File: config.mk
export PLATFORM = sky130hd
export DESIGN_NAME = seg_shift_tx
export DESIGN_NICKNAME = d
export VERILOG_FILES = /design/src/rtl/seg_shift_tx.sv
export SDC_FILE = /design/constraint.sdc
export NUM_CORES = 1
export LEC_CHECK = 0
export ABC_AREA = 1
export BUFFER_PORTS_ARGS = -buffer_cell sky130_fd_sc_hd__buf_2
export CORE_UTILIZATION = 40
export CTS_CLUSTER_SIZE = 14
export DETAILED_ROUTE_END_ITERATION = 7
export PLACE_DENSITY = 0.72
export SYNTH_ARGS = -nofsm -noshare
export SYNTH_HDL_FRONTEND = slang
export SYNTH_SLANG_ARGS = --single-unit
File: constraint.sdc
create_clock -name clk -period 1.7 [get_ports clk]
set_input_delay 0.255 -clock clk [delete_from_list [all_inputs] [get_ports clk]]
set_output_delay 0.255 -clock clk [all_outputs]
set_load 0.01 [all_outputs]
File: src/rtl/seg_shift_tx.sv
// seg_shift_tx: serializer for the 7-segment display shift chain.
// A rising edge on start captures pdata. The block then clears the display
// chain, shifts every bit out on s_clk/sout and latches the frame. en stays
// high after the first completed frame.
// All pad-facing outputs come straight from flops, so the pads see no glitches.

module seg_shift_tx #(
    parameter int DATA_BITS = 64,
    parameter int CNT_BITS  = 6,
    parameter bit DIR       = 1'b0,
    parameter int CLK_DIV   = 2
) (
    input  logic                 clk,
    input  logic                 rst,
    input  logic                 start,
    input  logic [DATA_BITS-1:0] pdata,
    output logic                 busy,
    output logic                 done,
    output logic                 s_clk,
    output logic                 s_clrn,
    output logic                 sout,
    output logic                 en
);

    // The phase counter needs at least one bit, even when CLK_DIV is 1.
    localparam int PH_W = (CLK_DIV > 1) ? $clog2(CLK_DIV) : 1;
    localparam logic [PH_W-1:0]     PH_LAST  = PH_W'(CLK_DIV - 1);
    localparam logic [CNT_BITS-1:0] BIT_LAST = CNT_BITS'(DATA_BITS - 1);
    localparam logic [PH_W-1:0]     PH_ZERO  = {PH_W{1'b0}};
    localparam logic [CNT_BITS-1:0] BIT_ZERO = {CNT_BITS{1'b0}};

    typedef enum logic [1:0] {
        ST_IDLE  = 2'd0,
        ST_CLEAR = 2'd1,
        ST_SHIFT = 2'd2,
        ST_LATCH = 2'd3
    } state_t;

    state_t                state_q, state_d;
    logic [PH_W-1:0]       ph_q, ph_d;
    logic                  half_q, half_d;      // 0: s_clk low phase, 1: high phase
    logic [CNT_BITS-1:0]   bit_q, bit_d;
    logic [DATA_BITS-1:0]  shreg_q, shreg_d;
    logic                  start_q;

    logic busy_q, busy_d;
    logic done_q, done_d;
    logic s_clk_q, s_clk_d;
    logic s_clrn_q, s_clrn_d;
    logic sout_q, sout_d;
    logic en_q, en_d;

    // Bit presented on sout: the end of the shift register that leaves first.
    function automatic logic head_bit(input logic [DATA_BITS-1:0] v);
        if (DIR) begin
            head_bit = v[0];
        end else begin
            head_bit = v[DATA_BITS-1];
        end
    endfunction

    // Advance the shift register by one bit toward the outgoing end.
    function automatic logic [DATA_BITS-1:0] shift_once(input logic [DATA_BITS-1:0] v);
        if (DIR) begin
            shift_once = {1'b0, v[DATA_BITS-1:1]};
        end else begin
            shift_once = {v[DATA_BITS-2:0], 1'b0};
        end
    endfunction

    // Next-state logic: frame sequencing, phase/bit counters and data capture.
    always_comb begin
        state_d = state_q;
        ph_d    = ph_q;
        half_d  = half_q;
        bit_d   = bit_q;
        shreg_d = shreg_q;
        case (state_q)
            ST_IDLE: begin
                if (start && !start_q) begin
                    state_d = ST_CLEAR;
                    ph_d    = PH_ZERO;
                    half_d  = 1'b0;
                    bit_d   = BIT_ZERO;
                    shreg_d = pdata;
                end else begin
                    state_d = ST_IDLE;
                end
            end
            ST_CLEAR: begin
                if (ph_q == PH_LAST) begin
                    state_d = ST_SHIFT;
                    ph_d    = PH_ZERO;
                    half_d  = 1'b0;
                end else begin
                    ph_d = ph_q + PH_W'(1);
                end
            end
            ST_SHIFT: begin
                if (ph_q == PH_LAST) begin
                    ph_d = PH_ZERO;
                    if (!half_q) begin
                        half_d = 1'b1;
                    end else begin
                        // High phase finished: the display has sampled this bit.
                        half_d  = 1'b0;
                        shreg_d = shift_once(shreg_q);
                        if (bit_q == BIT_LAST) begin
                            state_d = ST_LATCH;
                            bit_d   = BIT_ZERO;
                        end else begin
                            bit_d = bit_q + CNT_BITS'(1);
                        end
                    end
                end else begin
                    ph_d = ph_q + PH_W'(1);
                end
            end
            ST_LATCH: begin
                if (ph_q == PH_LAST) begin
                    state_d = ST_IDLE;
                    ph_d    = PH_ZERO;
                end else begin
                    ph_d = ph_q + PH_W'(1);
                end
            end
            default: begin
                state_d = ST_IDLE;
                ph_d    = PH_ZERO;
                half_d  = 1'b0;
                bit_d   = BIT_ZERO;
            end
        endcase
    end

    // Pad values decoded from the next state so they are registered without delay.
    always_comb begin
        busy_d   = (state_d != ST_IDLE);
        s_clrn_d = (state_d != ST_CLEAR);
        done_d   = (state_d == ST_LATCH) && (ph_d == PH_LAST);
        en_d     = en_q | (state_d == ST_LATCH);
        if (state_d == ST_SHIFT) begin
            s_clk_d = half_d;
            sout_d  = head_bit(shreg_d);
        end else begin
            s_clk_d = 1'b0;
            sout_d  = 1'b0;
        end
    end

    // State, counters, data and output flops with synchronous reset.
    always_ff @(posedge clk) begin
        if (rst) begin
            state_q  <= ST_IDLE;
            ph_q     <= PH_ZERO;
            half_q   <= 1'b0;
            bit_q    <= BIT_ZERO;
            shreg_q  <= {DATA_BITS{1'b0}};
            start_q  <= 1'b1;
            busy_q   <= 1'b0;
            done_q   <= 1'b0;
            s_clk_q  <= 1'b0;
            s_clrn_q <= 1'b1;
            sout_q   <= 1'b0;
            en_q     <= 1'b0;
        end else begin
            state_q  <= state_d;
            ph_q     <= ph_d;
            half_q   <= half_d;
            bit_q    <= bit_d;
            shreg_q  <= shreg_d;
            start_q  <= start;
            busy_q   <= busy_d;
            done_q   <= done_d;
            s_clk_q  <= s_clk_d;
            s_clrn_q <= s_clrn_d;
            sout_q   <= sout_d;
            en_q     <= en_d;
        end
    end

    assign busy   = busy_q;
    assign done   = done_q;
    assign s_clk  = s_clk_q;
    assign s_clrn = s_clrn_q;
    assign sout   = sout_q;
    assign en     = en_q;

endmodule

==> results of run 1 <==
-- logic make-up after synthesis --
family / synth area share (%)
buffers and inverters: 7.15
adder cells (fa/ha/maj): 0.769
AO/OA/AOI/OAI: 20.7
flip-flops: 49.8
AND/OR/NAND/NOR: 21.5
-- metrics by stage --
stage	power [µW]	hold WS, ps
finish	4070	85.9
global route	4230	100
CTS	4100	75.5
detailed placement	2320	445
global placement	2310	439
floorplan	2190	351
-- layout make-up --
type	count	area (µm²)	share of cell area (%)
multi-input cells	291	1400	35.3
repair buffers	82	498	12.5
flip-flops and latches	81	1620	40.9
clock inverters	6	130	3.28
clock buffers	10	128	3.22
inverters	15	61.3	1.54
well taps	102	128	3.22
-- routing by layer --
layer	routed length (µm)	part of all wire, %
met1	3550	47
met2	3380	45
met3	416	5.5
met4	199	2.6
met5	0	0
-- cells in the final DEF (no fill, tap or decap), drive strengths merged --
cell / n
nor3: 1
a21oi: 39
nand3: 6
nand4: 1
dfxtp: 81
inv: 15
o21a: 1
clkinv: 2
nor2: 17
clkbuf: 10
o21bai: 1
o31ai: 1
ha: 2
a22oi: 29
buf: 82
and3: 1
bufinv: 4
nand2: 153
a31oi: 35
o21ai: 4
-- worst max-delay path: stages (launching register included) --
cell and delay [ps]:
dfxtp_2 380, inv_2 60, nor2_1 130, nand3_1 140, nand2_2 170, inv_6 120
a21oi_1 300, nor2_1 90
-- repair_timing --
action / in CTS / in global routing
cloned: 0 / 0
setup endpoints to repair: 28 / 19
hold endpoints to repair: 0 / 0
resized for setup: 1 / 3
-- power groups by stage --
stage          logic, µW  registers [µW]  clock network [µW]
4_1_cts              290            1990                1820
3_5_place_dp         288            2030                   0
2_1_floorplan        165            2030                   0
6_report             288            1990                1800
3_3_place_gp         283            2030                   0
5_1_grt              321            1990                1920
-- final timing paths --
check / startpoint / to / depth (start not counted)
worst min-delay path: start / start_q / 3
worst max register to register: state_q[1] / sout / 7
worst max-delay path: state_q[1] / sout / 7
worst min register to register: shreg_q[17] / shreg_q[17] / 2
==> impl_metrics.ini, run 1 <==
[clock_tree]
path_clk_slew_ps = 80
insertion_delay_ps = 340
tritoncts = yes
clockBufferDepth = 2
cts_buffers = 9
root_buffer = clkbuf_8
ctsHoldBuffers = 0
cts.sinks = 81
htreeDepth = 3
cts_setup_buffers = 0

[timing]
max_slew_margin_pct = 69.7
fmax_mhz = 660
setup_slack_ps = 184
finalSetupViolCount = 0
tightest_slew_ps = 455
rsz0062_at_grt = no
maxSlewViolCount = 0
skew_ps = 4.85
min_period_over_period_pct = 89.2
layout_min_cycle_time_ps = 1520
setup_tns_ps = 0
hold_viol = 0

[global_routing]
use_met2_pct = 26.7
use_met3_pct = 3.81
antenna_found_initial = 0
track_usage_pct = 18.7
overflow = 0
use_met1_pct = 26.3
grt_pass1_wl_um = 12700
busiest_layer = met2
grt_pass1_vias = 2724
grt_max_degree = 41

[logic_synthesis]
synth_cell_types = 25
syn_area_mm2 = 0.00325
synth_edf_count = 0
synth.avg_cell_area_um2 = 7.84
syn_inst = 415
ys_ff_latch = 81
yosys_most_used_dff = dfxtp_1
yosys-top-cells-area = dfxtp_1, nand2_1, a31oi_1, a22oi_1, a21oi_1
yosysWarnings = 0
seq_area_frac_synth_pct = 49.8
netlist.area_leader.share_pct = 49.8
yosysMostFrequentCell = nand2_1
synth_nets = 484
async_flop_share_pct = 0
synth_common_cells = nand2_1, dfxtp_1, a21oi_1
synth_top_area_cell = dfxtp_1

[finish]
stdcell_count = 587
drive_above_1_share_pct = 22.1
utilization_pct = 50.8
reg_top3 = shreg_q (64), bit_q (6), state_q (2)
syn_to_final_growth_pct = 22.0
diodes = 0
layout.nets = 549
largest_reg_flops = 64
largest-register = shreg_q
final_cell_area_mm2 = 0.00397
fill_cells = 751

[placed_design]
portBuffers = 72
place_congestion = 0.799
hpwl_um = 5110
placed_cells = 571
placed_cell_area_mm2 = 0.00370
pre_cts_slack_ps = 13.9

[power_and_ir_drop]
power_frac_clock_pct = 44.1
p_switching_uw = 865
power.density_mw_per_mm2 = 1030
pwr-share-seq_pct = 48.8
p_leak_uw = 0.00149
ir_worst_vdd_v = 0.000610
internal-power_uw = 3210
swShare_pct = 21.3
power_frac_comb_pct = 7.1

[critical_path]
crit_path_end_kind = register
r2r_slack_ps = 180
path_max_fanout = 23
startpoint_type = register
timing_worst_setup_path_type = register to register
worstPathRequired_ps = 1930
worstPathArrival_ps = 1750

[drt]
wl_per_cell_um = 12.9
ant_nets = 0
vias_per_cell = 5.14
drtIter0Drc = 289
vias = 3017
dr.pass1.iters = 4
wirelength_um = 7550
drc_errors = 0

[die]
die_x_um = 92.2
die_h_um = 92.2
die-area_mm2 = 0.00850
start_util_pct = 41.7
coreArea_mm2 = 0.00781
boundaryPins = 73
rows = 32

[min_path]
hold_path.class = input pin to register

[job]
cap_violations = 0

[run_status]
status = finished clean
(Power assumes the default switching activity.)
==> run 2, diff against run 1 <==
Settings changed: CTS_BUF_LIST set to sky130_fd_sc_hd__clkbuf_16.
Clock period 1.7 ns to 1.66 ns, I/O delays scaled along.
==> impl_metrics.ini, run 2 (same netlist as run 1, synthesis figures left out) <==
[global_routing]
grt_pass1_vias = 2724
track_usage_pct = 18.5
overflow = 0
busiest_layer = met2
grt_pass1_wl_um = 12500
use_met1_pct = 24.7
antenna_found_initial = 0
use_met2_pct = 28.6
use_met3_pct = 4.06
grt_max_degree = 42

[critical_path]
worstPathArrival_ps = 1750
r2r_slack_ps = 100
r2r-end = shreg_q[12]
crit_path_end_kind = register
rr_worst_depth = 8
crit_slowest_cell = dfxtp_1
path_max_fanout = 17
startpoint_type = register
worstPathCellList = inv_2 -> nor2_1 -> nand3_1 -> nand2_2 -> inv_4 -> buf_4 -> nand2_1 -> a31oi_1
crit_family = simple AND/OR/NAND/NOR gates
cp_slowest_stage_delay_ps = 400
worst-path-buf-inv = 3
rr_startpoint = state_q[1]
worstPathRequired_ps = 1850
timing_worst_setup_path_type = register to register

[placed_design]
placed_cells = 572
portBuffers = 72
hpwl_um = 5100
place_congestion = 0.833

[finish]
drive_above_1_share_pct = 21.8
largest_reg_flops = 64
mostFrequentLayoutCells = nand2_1, dfxtp_1, buf_2
diodes = 0
largest-register = shreg_q
fill_cells = 750
final_common_cell = nand2_1
syn_to_final_growth_pct = 23.6
layout.nets = 550
stdcell_count = 588
reg_top3 = shreg_q (64), bit_q (6), state_q (2)

[power_and_ir_drop]
ir_worst_vdd_v = 0.000552
power.density_mw_per_mm2 = 1060
p_switching_uw = 975
pwr-share-seq_pct = 47.7
power_frac_clock_pct = 45.4
internal-power_uw = 3300
power_frac_comb_pct = 7.0
swShare_pct = 22.8
p_leak_uw = 0.00151

[drt]
vias = 3022
ant_nets = 0
wl_per_cell_um = 12.7
dr.pass1.iters = 4
vias_per_cell = 5.14
wirelength_um = 7490
drc_errors = 0
drtIter0Drc = 195

[timing]
skew_ps = 7.41
tightest_slew_ps = 470
max_slew_margin_pct = 68.6
hold_viol = 0
min_period_over_period_pct = 93.8
layout_min_cycle_time_ps = 1560
maxSlewViolCount = 0
fmax_mhz = 642
hold_slack_ps = 105
finalSetupViolCount = 0

[min_path]
hold_start = start
worstHoldPathCells = 3
hold_path.class = input pin to register
hold_end = start_q

[die]
die_x_um = 92.2
die-area_mm2 = 0.00850
boundaryPins = 73
coreArea_mm2 = 0.00781
rows = 32
start_util_pct = 41.7
die_h_um = 92.2

[clock_tree]
clockBufferDepth = 2
root_buffer = clkbuf_16
cts_setup_buffers = 0
cts_buffers = 9
path_clk_slew_ps = 60
tritoncts = yes
cts.sinks = 81
htreeDepth = 3
insertion_delay_ps = 330

[job]
cap_violations = 0

[run_status]
status = finished clean
==> run 2: power groups by stage <==
stage	Clock [µW]	Sequential, µW	Combinational (µW)
after floorplan	0	2070	169
after global placement	0	2080	295
after detailed placement	0	2080	300
after CTS	1980	2040	301
after global routing	2070	2050	334
final	1940	2040	299
==> run 2: timing repair <==
| action | in CTS | in global routing |
|---|---|---|
| resized for setup | 0 | 3 |
| setup endpoints to repair | 0 | 25 |
| hold buffers | 0 | 0 |
==> run 2: metrics by stage <==
step | worst slack (ps) | setup TNS, ps | util, % | total power, µW | cell area, µm²
2_1_floorplan | 308 | 0 | - | 2240 | 3250
3_3_place_gp | 195 | 0 | 47.7 | 2370 | 3720
3_5_place_dp | 117 | 0 | 47.7 | 2380 | 3720
4_1_cts | 70.3 | 0 | 51.5 | 4320 | 4020
5_1_grt | -2.87 | -7.09 | 51.5 | 4450 | 4020
6_report | 102 | 0 | 51.5 | 4280 | 4020
==> run 2: per-layer routing <==
metal | routed length [µm] | share of wire, % | vias up
li1 | - | - | 1538
met1 | 3460 | 46 | 1401
met2 | 3520 | 47 | 72
met3 | 392 | 5.2 | 11
met4 | 110 | 1.5 | 0
met5 | 0 | 0 | -
==> run 2: final cells by class <==
cell class	instances	area [µm²]	area share (%)
sequential	81	1620	40.3
clock inverter	7	68.8	1.71
inverter	15	61.3	1.52
tap	102	128	3.17
clock buffer	9	225	5.60
multi-input combinational	291	1400	34.8
timing repair buffer	83	518	12.9
==> run 2: worst max path at each step <==
stage | from | to | slack, ps | cells past startpoint
floorplan | state_q[0] | shreg_q[5] | 310 | 9
global placement | state_q[1] | s_clrn | 190 | 7
detailed placement | state_q[1] | shreg_q[11] | 120 | 7
CTS | state_q[1] | shreg_q[12] | 70 | 7
global route | state_q[1] | s_clrn | -3 | 7
finish | state_q[1] | shreg_q[12] | 100 | 8
==> run 2: worst min-delay path, cell delays in order <==
cell and delay, ps:
buf_2 70, inv_1 40, nand2_1 40
